### config.mk
export PLATFORM = sky130hd
export DESIGN_NAME = pipe_stage_reg
export DESIGN_NICKNAME = d
export VERILOG_FILES = /design/src/rtl/pipe_stage_reg.sv
export SDC_FILE = /design/constraint.sdc
export NUM_CORES = 1
export LEC_CHECK = 0
export BUFFER_PORTS_ARGS = -buffer_cell sky130_fd_sc_hd__buf_2
export CAP_MARGIN = 25
export CORE_MARGIN = 2
export CORE_UTILIZATION = 47
export DETAILED_ROUTE_END_ITERATION = 6
export PLACE_DENSITY_LB_ADDON = 0.12
export SYNTH_ARGS = -nofsm -noshare
export SYNTH_HDL_FRONTEND = slang
export SYNTH_SLANG_ARGS = --single-unit
export TNS_END_PERCENT = 20
### constraint.sdc
create_clock -name clk -period 6.04 [get_ports clk]
set_clock_uncertainty 0.2 [all_clocks]
set_input_delay 0.906 -clock clk [delete_from_list [all_inputs] [get_ports clk]]
set_output_delay 0.906 -clock clk [all_outputs]
set_load 0.03 [all_outputs]
### src/rtl/pipe_stage_reg.sv
// Valid/ready pipeline stage register with flush-to-bubble and NOP/0 on invalid outputs.
// Optional feature macro PIPE_SKID_EN: two-entry skid storage with a registered in_ready_o.
//
// state    | meaning
// ST_EMPTY | no valid entry, outputs show the bubble (NOP_INST / 0 / 0)
// ST_ONE   | main entry valid and driving the outputs
// ST_TWO   | main and skid entries valid, upstream held off (skid build only)
module pipe_stage_reg #(
  parameter int unsigned PAYLOAD_W = 64,
  parameter logic [31:0] NOP_INST  = 32'h0000_0013
) (
  input  logic                 clk,
  input  logic                 rst,
  input  logic                 flush_i,
  input  logic                 in_valid_i,
  output logic                 in_ready_o,
  input  logic [31:0]          inst_i,
  input  logic [31:0]          inst_addr_i,
  input  logic [PAYLOAD_W-1:0] payload_i,
  output logic                 out_valid_o,
  input  logic                 out_ready_i,
  output logic [31:0]          inst_o,
  output logic [31:0]          inst_addr_o,
  output logic [PAYLOAD_W-1:0] payload_o
);

  typedef enum logic [1:0] {
    ST_EMPTY = 2'd0,
    ST_ONE   = 2'd1,
    ST_TWO   = 2'd2
  } state_t;

  state_t               state_q;
  state_t               state_d;
  logic                 main_valid;
  logic                 in_xfer;
  logic                 out_xfer;
  logic                 load_main;
  logic [31:0]          main_inst_q;
  logic [31:0]          main_addr_q;
  logic [PAYLOAD_W-1:0] main_payload_q;

  assign main_valid  = (state_q != ST_EMPTY);
  assign out_valid_o = main_valid;
  assign in_xfer     = in_valid_i & in_ready_o;
  assign out_xfer    = main_valid & out_ready_i;

  always_ff @(posedge clk or posedge rst) begin
    if (rst) begin
      state_q <= ST_EMPTY;
    end else begin
      state_q <= state_d;
    end
  end

`ifdef PIPE_SKID_EN
  logic                 load_skid;
  logic                 main_from_skid;
  logic                 in_ready_q;
  logic [31:0]          skid_inst_q;
  logic [31:0]          skid_addr_q;
  logic [PAYLOAD_W-1:0] skid_payload_q;

  // Registered ready: no combinational path from out_ready_i to upstream.
  assign in_ready_o = in_ready_q;

  always_comb begin
    state_d        = state_q;
    load_main      = 1'b0;
    main_from_skid = 1'b0;
    load_skid      = 1'b0;
    if (flush_i) begin
      state_d = ST_EMPTY;
    end else begin
      case (state_q)
        ST_EMPTY: begin
          if (in_xfer) begin
            state_d   = ST_ONE;
            load_main = 1'b1;
          end
        end
        ST_ONE: begin
          if (out_xfer && in_xfer) begin
            load_main = 1'b1;
          end else if (out_xfer) begin
            state_d = ST_EMPTY;
          end else if (in_xfer) begin
            state_d   = ST_TWO;
            load_skid = 1'b1;
          end
        end
        ST_TWO: begin
          if (out_xfer) begin
            state_d        = ST_ONE;
            load_main      = 1'b1;
            main_from_skid = 1'b1;
          end
        end
        default: state_d = ST_EMPTY;
      endcase
    end
  end

  always_ff @(posedge clk or posedge rst) begin
    if (rst) begin
      in_ready_q <= 1'b1;
    end else begin
      in_ready_q <= (state_d != ST_TWO);
    end
  end

  always_ff @(posedge clk or posedge rst) begin
    if (rst) begin
      skid_inst_q    <= '0;
      skid_addr_q    <= '0;
      skid_payload_q <= '0;
    end else if (load_skid) begin
      skid_inst_q    <= inst_i;
      skid_addr_q    <= inst_addr_i;
      skid_payload_q <= payload_i;
    end
  end

  always_ff @(posedge clk or posedge rst) begin
    if (rst) begin
      main_inst_q    <= '0;
      main_addr_q    <= '0;
      main_payload_q <= '0;
    end else if (load_main) begin
      if (main_from_skid) begin
        main_inst_q    <= skid_inst_q;
        main_addr_q    <= skid_addr_q;
        main_payload_q <= skid_payload_q;
      end else begin
        main_inst_q    <= inst_i;
        main_addr_q    <= inst_addr_i;
        main_payload_q <= payload_i;
      end
    end
  end
`else
  // Single entry: a downstream stall reaches upstream in the same cycle.
  assign in_ready_o = ~main_valid | out_ready_i;

  always_comb begin
    state_d   = state_q;
    load_main = 1'b0;
    if (flush_i) begin
      state_d = ST_EMPTY;
    end else begin
      case (state_q)
        ST_EMPTY: begin
          if (in_xfer) begin
            state_d   = ST_ONE;
            load_main = 1'b1;
          end
        end
        ST_ONE: begin
          if (in_xfer) begin
            load_main = 1'b1;
          end else if (out_xfer) begin
            state_d = ST_EMPTY;
          end
        end
        default: state_d = ST_EMPTY;
      endcase
    end
  end

  always_ff @(posedge clk or posedge rst) begin
    if (rst) begin
      main_inst_q    <= '0;
      main_addr_q    <= '0;
      main_payload_q <= '0;
    end else if (load_main) begin
      main_inst_q    <= inst_i;
      main_addr_q    <= inst_addr_i;
      main_payload_q <= payload_i;
    end
  end
`endif

  // Bubbles present a harmless NOP with no register write to the next stage.
  assign inst_o      = main_valid ? main_inst_q    : NOP_INST;
  assign inst_addr_o = main_valid ? main_addr_q    : 32'h0;
  assign payload_o   = main_valid ? main_payload_q : '0;

endmodule

Word level (Yosys, flattened, before mapping)
Cells that the tools add are included.
{"block": "totals", "mem_count": 0, "latch_bits": 0, "out_inout_bits": 130, "wordCells": 27, "in_bits": 133, "romBits": 0, "ff_bits": 130, "mem_bits_rw": 0}
{"block": "op_classes", "multipliers": 0, "order_cmp": 0, "bitwise_logic": 4, "reduce_logical": 4, "add_sub_neg": 0, "shift": 0, "n_div": 0, "eq_ne": 4, "muxes": 11}
{"op": "32-bit 2-to-1 mux", "n": 2}
{"op": "64-bit 2-to-1 mux", "n": 1}
{"op": "3-bit inequality test, second input constant", "n": 3}
{"op": "2-bit 2-to-1 mux", "n": 4}
{"op": "2-bit case mux with 2 select lines", "n": 1}
{"op": "1-bit 2-to-1 mux", "n": 3}
{"op": "3-bit AND reduction", "n": 1}
{"op": "1-bit AND", "n": 2}
{"op": "2-bit by 1-bit equality test with 1-bit output, second input constant", "n": 1}
{"op": "2-bit zero test", "n": 1}
{"op": "2-bit nonzero test", "n": 1}
{"op": "2-bit OR reduction", "n": 1}
{"op": "1-bit NOT", "n": 1}
{"op": "1-bit bitwise OR", "n": 1}

Logic depth before layout (Yosys ltp)
Gate-level depths: netlist of the first run.
{"block": "depth", "ltp_word": 7, "ltp_mapped": 5, "depth_no_buf": 3}

Least setup slack after synthesis of the first run
Ideal clock, no wire load.
{"block": "synth_path", "kind": "register to output", "start": "register state_q[0]", "end": "output inst_addr_o[0]", "path_stages_with_launch": 4, "path_slack_ns": 3.590, "n_path_buf": 2, "required_ns": 4.934, "t_arrival_ns": 1.344, "path_cell_list": "dfrtp_1 clkbuf_1 clkbuf_1 and2_1"}
{"block": "synth_between", "elab_chain_cells": 2}
{"item": "from (decl)", "line_no": "33", "source": "state_t state_q;"}
{"item": "from (signal assigned)", "line_no": "52", "source": "state_q <= state_d;"}
{"item": "2-bit nonzero test", "line_no": "43", "source": "assign main_valid = (state_q != ST_EMPTY);"}
{"item": "32-bit 2-to-1 mux", "line_no": "185", "source": "assign inst_addr_o = main_valid ? main_addr_q : 32'h0;"}
{"item": "to (decl)", "line_no": "23", "source": "output logic [31:0] inst_addr_o,"}
No other way between the ends.

Worst setup path after layout of the first run
{"block": "layout_path", "start": "register state_q[0]", "end": "output in_ready_o"}
{"block": "layout_between", "elab_chain_cells": 3}
{"item": "2-bit nonzero test", "line_no": "43"}
{"item": "1-bit NOT", "line_no": "143", "source": "assign in_ready_o = ~main_valid | out_ready_i;"}
{"item": "1-bit bitwise OR", "line_no": "143"}
{"item": "to (decl)", "line_no": "16", "source": "output logic in_ready_o,"}
No other way between the ends.

==> results of run 1 <==
-- how the worst max path moves through the flow --
| stage | start | cells after the start | end | slack, ns |
|---|---|---|---|---|
| after global routing | state_q[0]$_DFFE_PP0P_ | 4 | in_ready_o | 2.29 |
| after floorplan | rst | 1 | main_addr_q[0]$_DFFE_PP0P_ | 1.49 |
| after global placement | state_q[0]$_DFFE_PP0P_ | 4 | in_ready_o | 2.93 |
| after CTS | state_q[0]$_DFFE_PP0P_ | 4 | in_ready_o | 2.43 |
| final | state_q[0]$_DFFE_PP0P_ | 4 | in_ready_o | 2.52 |
| after detailed placement | state_q[0]$_DFFE_PP0P_ | 4 | in_ready_o | 2.87 |
-- metal layers --
layer / wire length, um / up-vias
li1: - / 1901
met1: 5125 / 1918
met2: 6327 / 159
met3: 1010 / 24
met4: 304 / 0
met5: 0 / -
-- cells in the final DEF (no fill, tap or decap), types with 2 or more instances in the layout --
cell          n
dfrtp_1     128
buf_4         4
bufinv_16     2
nand2b_1      3
buf_2       262
clkinvlp_4    4
mux2_2      128
clkinv_2      3
nor2_1        2
and2_1      125
clkbuf_8      5
clkbuf_16    17
-- kinds of logic (layout without fill, tap and decap cells) --
logic type             Yosys count  in the layout  share of synthesized area
flip-flops                     129            129                     0.5628
AND/OR/NAND/NOR                132            132                     0.1466
multiplexers                   128            128                     0.2513
buffers and inverters           30            300                    0.03927
-- worst max-delay path, stage by stage (launching register included) --
cell and delay, ns:
dfrtp_2 0.94, buf_4 0.56, nor2b_4 0.28, inv_1 0.05, buf_2 0.17
-- power groups by stage --
stage / sequential (mW) / clock, mW / combinational [mW]
2_1_floorplan: 1.07 / 0 / 0.384
3_3_place_gp: 1.09 / 0 / 0.501
3_5_place_dp: 1.10 / 0 / 0.512
4_1_cts: 1.08 / 1.03 / 0.514
5_1_grt: 1.10 / 1.08 / 0.546
6_report: 1.08 / 1.01 / 0.506
-- sequential cells by signal, summed over array words and instances (netlist names) --
register	count
state_q	1
main_payload_q	64
main_inst_q	32
main_addr_q	32
-- area by class of cell --
class,instances,share of cell area
Clock inverter,9,0.01374
Tap cell,147,0.02404
Timing Repair Buffer,266,0.1753
Clock buffer,23,0.06510
Inverter,2,0.001308
Multi-Input combinational cell,260,0.2983
Sequential cell,129,0.4221
==> impl_metrics.ini, run 1 <==
[synth]
ys_types = 11
synth_ff_type = dfrtp_1
synthTopCellsByArea = dfrtp_1 (56%), mux2_2 (25%), and2_1 (14%)
syn_area_per_cell_um2 = 13.69
synth_top_area_share = 0.5628
synth_common_cells = dfrtp_1 (129), mux2_2 (128), and2_1 (125), clkbuf_1 (14), buf_6 (11)
yosysSeqAreaShare = 0.5628
synth_most_common_cell = dfrtp_1
ys_ff_latch = 129
yosysWarnings = 0
synth_cells = 419
synth-edff-count = 0
syn_nets = 552
synth.cell_area_um2 = 5736
synth-async-reset-ratio = 1.000
synth_top_cell_by_area = dfrtp_1

[finish]
fill_cells = 991
layout.nets = 809
final_cells = 836
layout-drive-gt1-share = 0.6226
syn_to_final_growth_pct = 33.38
post-route-util = 0.6395
diodes = 0
multi_input_area_um2 = 2282
seq_area_um2 = 3229
fin_area_um2 = 7650

[drt]
first_pass_iters = 3
post_drt_wl_per_cell_um = 15.27
drt-total-wl_um = 12770
remaining_drc_errors = 0
drt-initial-drc-count = 170
num_vias = 4002
ant_nets = 0
avgViaCountPerCell = 4.787

[worst_hold_path]
whs_endpoint = main_inst_q[0]$_DFFE_PP0P_
whs_path_depth = 1
hp-start = main_inst_q[0]$_DFFE_PP0P_
hold_class = reg2reg

[sta]
tns_ns = 0
max_freq_mhz = 284.0
setup_viol = 0
hold_viol = 0
min_period_ns = 3.521
rsz0062_at_grt = no
slew_headroom = 0.3971
holdWs_ns = 0.2943
worstMarginPinSlew_ns = 0.9043
worst_slack_ns = 2.519
finalCritPeriodShare = 0.5830
slew_viol_final = 0

[floorplanning]
initial_core_util = 0.4795
coreArea_um2 = 11960
die_w_um = 114.5
dieArea_um2 = 13100
ios = 263
die_h_um = 114.5
rows = 40

[power]
vdd_drop_max_mv = 0.2162
switching_share = 0.2678
p_int_mw = 1.903
power_frac_comb = 0.195
p_leak_nw = 3.861
power_density_nw_per_um2 = 339.8
p_sw_uw = 696.2
clockPowerShare = 0.390
total_power_mw = 2.599
pwr-share-seq = 0.416

[setup_path]
ff2ff_setup_slack_ns = 2.97
cp.required_ns = 4.93
worstSetupPathType = reg2out
cp_max_fo = 67
critPathCaptureType = output pin
rr_endpoint = main_addr_q[11]$_DFFE_PP0P_
reg2reg_from = state_q[0]$_DFFE_PP0P_
arrival_ns = 2.42
cp-start-kind = flop
r2r_cells = 5

[clocking]
cts_tree = yes
cts_resized = 0
cts-buffers-inserted = 17
clkSinkCount = 129
cts_setup_buffers = 0
clock_path_buffers = 2
cts-root-buf = clkbuf_16
cts_hold_buf = 0
h-tree-depth = 4
path_clk_slew_ns = 0.06
insertion_delay_ns = 0.41

[place]
pre_cts_ws_ns = 2.874
placed_area_um2 = 7047
place.gp.congestion = 0.7546
dpl.cell_count = 804
port_buffers = 262
hpwl_um = 9047

[status]
status = finished clean

[grt]
met3_usage = 0.07094
groute.layer.met2.usage = 0.3278
track_usage = 0.1987
grt_max_degree = 71
met1_usage = 0.2332
busiest_layer = met2
grt_pass1_vias = 4023
grt-ovfl-total = 0
grt_first_pass_wirelength_um = 19980
antenna_found_initial = 0

[job]
maxCapViolCount = 0
Note: power is estimated with default switching activity, not from simulation.
==> run 2, diff against run 1 <==
clock period = 3.55 ns   (was 6.04 ns; I/O delays follow)
==> impl_metrics.ini, run 2 (synthesis gave the netlist of run 1 again) <==
[status]
status = finished clean

[sta]
rsz0062_at_grt = no
max_freq_mhz = 416.4
holdWs_ns = 0.007497
worstMarginPinSlew_ns = 0.8238
min_period_ns = 2.402
finalCritPeriodShare = 0.6765
tns_ns = 0
slew_headroom = 0.4502
slew_viol_final = 0
hold_viol = 0
setup_viol = 0

[grt]
track_usage = 0.2027
antenna_found_initial = 0
grt_first_pass_wirelength_um = 20330
grt_max_degree = 69
grt_pass1_vias = 4115
grt-ovfl-total = 0

[clocking]
cts_hold_buf = 0
cts_tree = yes
cts_setup_buffers = 0
cts-root-buf = clkbuf_16
cts-buffers-inserted = 17
insertion_delay_ns = 0.40
h-tree-depth = 4
cts_resized = 0
clock_path_buffers = 2
clkSinkCount = 129
path_clk_slew_ns = 0.05

[floorplanning]
die_w_um = 114.5
rows = 40
die_h_um = 114.5
dieArea_um2 = 13100
ios = 263
coreArea_um2 = 11960
initial_core_util = 0.4795

[place]
dpl.cell_count = 812
port_buffers = 262
hpwl_um = 9710
place.gp.congestion = 0.7318

[finish]
final_cells = 844
layout-drive-gt1-share = 0.6227
layout.nets = 817
syn_to_final_growth_pct = 35.38
reg_top3 = main_payload_q x64, main_addr_q x32, main_inst_q x32
mostFrequentLayoutCells = buf_2 (262), mux2_2 (128), dfrtp_1 (128), and2_1 (125), clkbuf_16 (17)
seq_area_um2 = 3229
final_common_cell = buf_2
fill_cells = 974
multi_input_area_um2 = 2282
diodes = 0
regMostFlops = main_payload_q
largest_reg_flops = 64

[drt]
remaining_drc_errors = 0
drt-initial-drc-count = 154
first_pass_iters = 4
ant_nets = 0
num_vias = 4065
post_drt_wl_per_cell_um = 15.62
drt-total-wl_um = 13180
avgViaCountPerCell = 4.816

[job]
maxCapViolCount = 0

[setup_path]
cp_max_fo = 66
rr_endpoint = main_inst_q[22]$_DFFE_PP0P_
crit_family = buffers and inverters
critical_path_buf_inv_count = 2
cp.required_ns = 2.82
cp-start-kind = flop
r2r_cells = 4
critPathCaptureType = output pin
arrival_ns = 1.67
worstSetupPathType = reg2out
reg2reg_from = state_q[0]$_DFFE_PP0P_
slowest_delay_ns = 0.43
slowest_stage = buf_4
critical_path.cell_chain = buf_4 -> and2_1 -> buf_2
ff2ff_setup_slack_ns = 1.34

[power]
p_leak_nw = 3.923
power_density_nw_per_um2 = 566.1
vdd_drop_max_mv = 0.3421
power_frac_comb = 0.203
switching_share = 0.2667
p_int_mw = 3.224
pwr-share-seq = 0.417
total_power_mw = 4.396
p_sw_mw = 1.172
clockPowerShare = 0.381

[worst_hold_path]
hold_class = in2async
==> run 2: through the flow <==
stage	cell area, um^2	setup WS [ns]	utilization
final	7765	1.148	0.6492
after CTS	7765	1.121	0.6492
after global placement	7183	1.170	0.6005
after detailed placement	7183	1.141	0.6005
after floorplan	5739	1.222	-
after global routing	7765	1.038	0.6492
==> run 2: metal layers <==
layer,wire (um),vias to the layer above,GRT usage
met1,5107,1979,0.2311
met3,1139,12,0.07464
met4,163,0,0.07805
li1,-,1922,-
met5,0,-,0
met2,6772,152,0.3471
==> run 2: power by group through the flow <==
stage	Combinational (mW)	Clock [mW]	Sequential, mW
2_1_floorplan	0.654	0	1.82
3_3_place_gp	0.879	0	1.84
3_5_place_dp	0.902	0	1.86
4_1_cts	0.904	1.71	1.83
5_1_grt	0.960	1.77	1.87
6_report	0.891	1.67	1.83
==> run 2: final cells by class <==
class	count	share of cell area
clock buffers	28	0.06913
clock inverters	4	0.005801
inverters	2	0.001450
multi-input cells	260	0.2939
flip-flops and latches	129	0.4159
well taps	147	0.02369
repair buffers	274	0.1901
==> run 2: how the worst max path moves through the flow <==
stage | cells after the start | slack (ns) | start | endpoint
CTS | 3 | 1.12 | state_q[0]$_DFFE_PP0P_ | payload_o[6]
floorplan | 1 | 1.22 | rst | main_addr_q[0]$_DFFE_PP0P_
detailed placement | 5 | 1.14 | out_ready_i | main_payload_q[52]$_DFFE_PP0P_
global placement | 5 | 1.17 | out_ready_i | main_inst_q[3]$_DFFE_PP0P_
finish | 3 | 1.15 | state_q[0]$_DFFE_PP0P_ | payload_o[6]
global route | 3 | 1.04 | state_q[0]$_DFFE_PP0P_ | payload_o[50]
==> run 3, diff against run 2 <==
CORE_UTILIZATION = 43   (was 47)
clock period = 1.9 ns   (was 3.55 ns; I/O delays follow)
==> impl_metrics.ini, run 3 (synthesis gave the netlist of run 1 again) <==
[setup_path]
slowest_stage = dfrtp_2
slowest_delay_ns = 0.53
ff2ff_setup_slack_ns = -0.07
critical_path_buf_inv_count = 2
reg2reg_from = state_q[0]$_DFFE_PP0P_
path_depth = 3
crit_family = flip-flops
rr_endpoint = main_payload_q[3]$_DFFE_PP0P_
crit_start = state_q[0]$_DFFE_PP0P_
critPathCaptureType = output pin
arrival_ns = 1.57
critical_path.cell_chain = clkbuf_16 -> and2_1 -> buf_6
cp.required_ns = 1.41
r2r_cells = 5
worstSetupPathType = reg2out
cp-start-kind = flop
crit_path_end = inst_o[15]
cp_max_fo = 32

[grt]
grt-ovfl-total = 0
grt_pass1_vias = 5128
busiest_layer = met2
met3_usage = 0.08080
grt_first_pass_wirelength_um = 25320
antenna_found_initial = 0
grt_max_degree = 68
track_usage = 0.2268
met1_usage = 0.2464
groute.layer.met2.usage = 0.4071

[finish]
multi_input_area_um2 = 2455
fill_cells = 799
seq_area_um2 = 3229
mostFrequentLayoutCells = buf_2 (134), dlygate4sd3_1 (131), dfrtp_1 (128), buf_6 (109), and2_1 (101)
final_cells = 1007
layout-drive-gt1-share = 0.5560
final_common_cell = buf_2
reg_top3 = main_payload_q x64, main_addr_q x32, main_inst_q x32
largest_reg_flops = 64
diodes = 0
fin_area_um2 = 10120
syn_to_final_growth_pct = 76.44
regMostFlops = main_payload_q
layout.nets = 952

[sta]
worstMarginPinSlew_ns = 0.3581
min_period_ns = 2.051
slew_viol_final = 0
setup_viol = 211
rsz0062_at_grt = yes
slew_headroom = 0.7612
hold_viol = 0
finalCritPeriodShare = 1.079
tns_ns = -12.40
max_freq_mhz = 487.6
worst_slack_ns = -0.1510

[floorplanning]
rows = 42
die_h_um = 119.5
initial_core_util = 0.4366
dieArea_um2 = 14280
ios = 263
die_w_um = 119.5
coreArea_um2 = 13140

[clocking]
insertion_delay_ns = 0.41
clock_path_buffers = 2
cts-root-buf = clkbuf_16
path_clk_slew_ns = 0.05
h-tree-depth = 4
cts-buffers-inserted = 17
cts_tree = yes
clkSinkCount = 129
cts_setup_buffers = 0

[place]
place.gp.congestion = 0.7548
dpl.cell_count = 841
port_buffers = 262
placed_area_um2 = 7244
hpwl_um = 9551

[drt]
drt-initial-drc-count = 213
num_vias = 4755
ant_nets = 0
first_pass_iters = 4
avgViaCountPerCell = 4.722
post_drt_wl_per_cell_um = 17.89
drt-total-wl_um = 18020
remaining_drc_errors = 0

[status]
violations = setup timing
status = complete, but fails checks

[job]
maxCapViolCount = 0

[power]
p_leak_nw = 4.783
vdd_drop_max_mv = 0.5959
total_power_mw = 8.923
power_density_nw_per_um2 = 881.7

[worst_hold_path]
hold_class = reg2reg
==> run 3: cell types whose count changed in the layout (fill, tap and decap cells not counted), moves of 2 or more <==
cell	change
clkbuf_16	+2
buf_4	+18
buf_6	+109
buf_16	+2
and2_1	-24
buf_2	-128
mux2_4	+30
mux2_2	-30
and2_4	+24
dlygate4sd3_1	+131
==> run 3: routing by layer <==
layer  share of wire  vias up
met5               0        -
met4           0.026        0
met3           0.070       32
met2            0.53      199
met1            0.38     2337
li1                -     2187
==> run 3: where the power goes <==
group          switching, mW  leakage, nW  total, mW  internal, mW
sequential             0.240         1.52       3.46          3.22
clock                   1.10        0.286       3.10          1.99
combinational           1.06         2.98       2.37          1.30
total                   2.41         4.78       8.92          6.51
==> run 3: how the worst min path moves through the flow <==
stage	depth (start not counted)	endpoint	start	slack, ns
after floorplan	1	state_q[0]$_DFFE_PP0P_	flush_i	0.15
after global placement	3	main_payload_q[18]$_DFFE_PP0P_	rst	0.24
after detailed placement	3	main_payload_q[18]$_DFFE_PP0P_	rst	0.25
after CTS	4	main_addr_q[8]$_DFFE_PP0P_	in_valid_i	0.29
after global routing	1	main_payload_q[53]$_DFFE_PP0P_	main_payload_q[53]$_DFFE_PP0P_	0.30
final	1	main_payload_q[62]$_DFFE_PP0P_	main_payload_q[62]$_DFFE_PP0P_	0.29
==> run 3: metrics by stage <==
stage | hold slack (ns) | utilization | setup slack [ns]
2_1_floorplan | 0.1514 | - | -0.1802
3_3_place_gp | 0.2437 | 0.5514 | 0.1084
3_5_place_dp | 0.2457 | 0.5514 | 0.06676
4_1_cts | 0.2942 | 0.7282 | -0.1054
5_1_grt | 0.3011 | 0.7703 | -0.2181
6_report | 0.2950 | 0.7703 | -0.1510
==> run 3: layout make-up <==
cell class,instances,share of cell area
sequential,129,0.3191
tap,176,0.02176
clock inverter,5,0.004946
inverter,2,0.001113
clock buffer,26,0.05131
timing repair buffer,409,0.3592
multi-input combinational,260,0.2426
==> run 3: worst register-to-register path, cell delays in order, from the launching register on <==
cell and delay (ns):
dfrtp_2 0.51, nor2b_4 0.18, nor3b_4 0.19, buf_4 0.18
buf_12 0.20, mux2_2 0.38
==> run 3: repair_timing <==
item,4_1_cts,5_1_grt
gates cloned,1,3
resized for setup,153,139
endpoints found under the setup margin,129,220
pin swaps,0,6
hold buffers,131,0
hold endpoints to repair,258,0
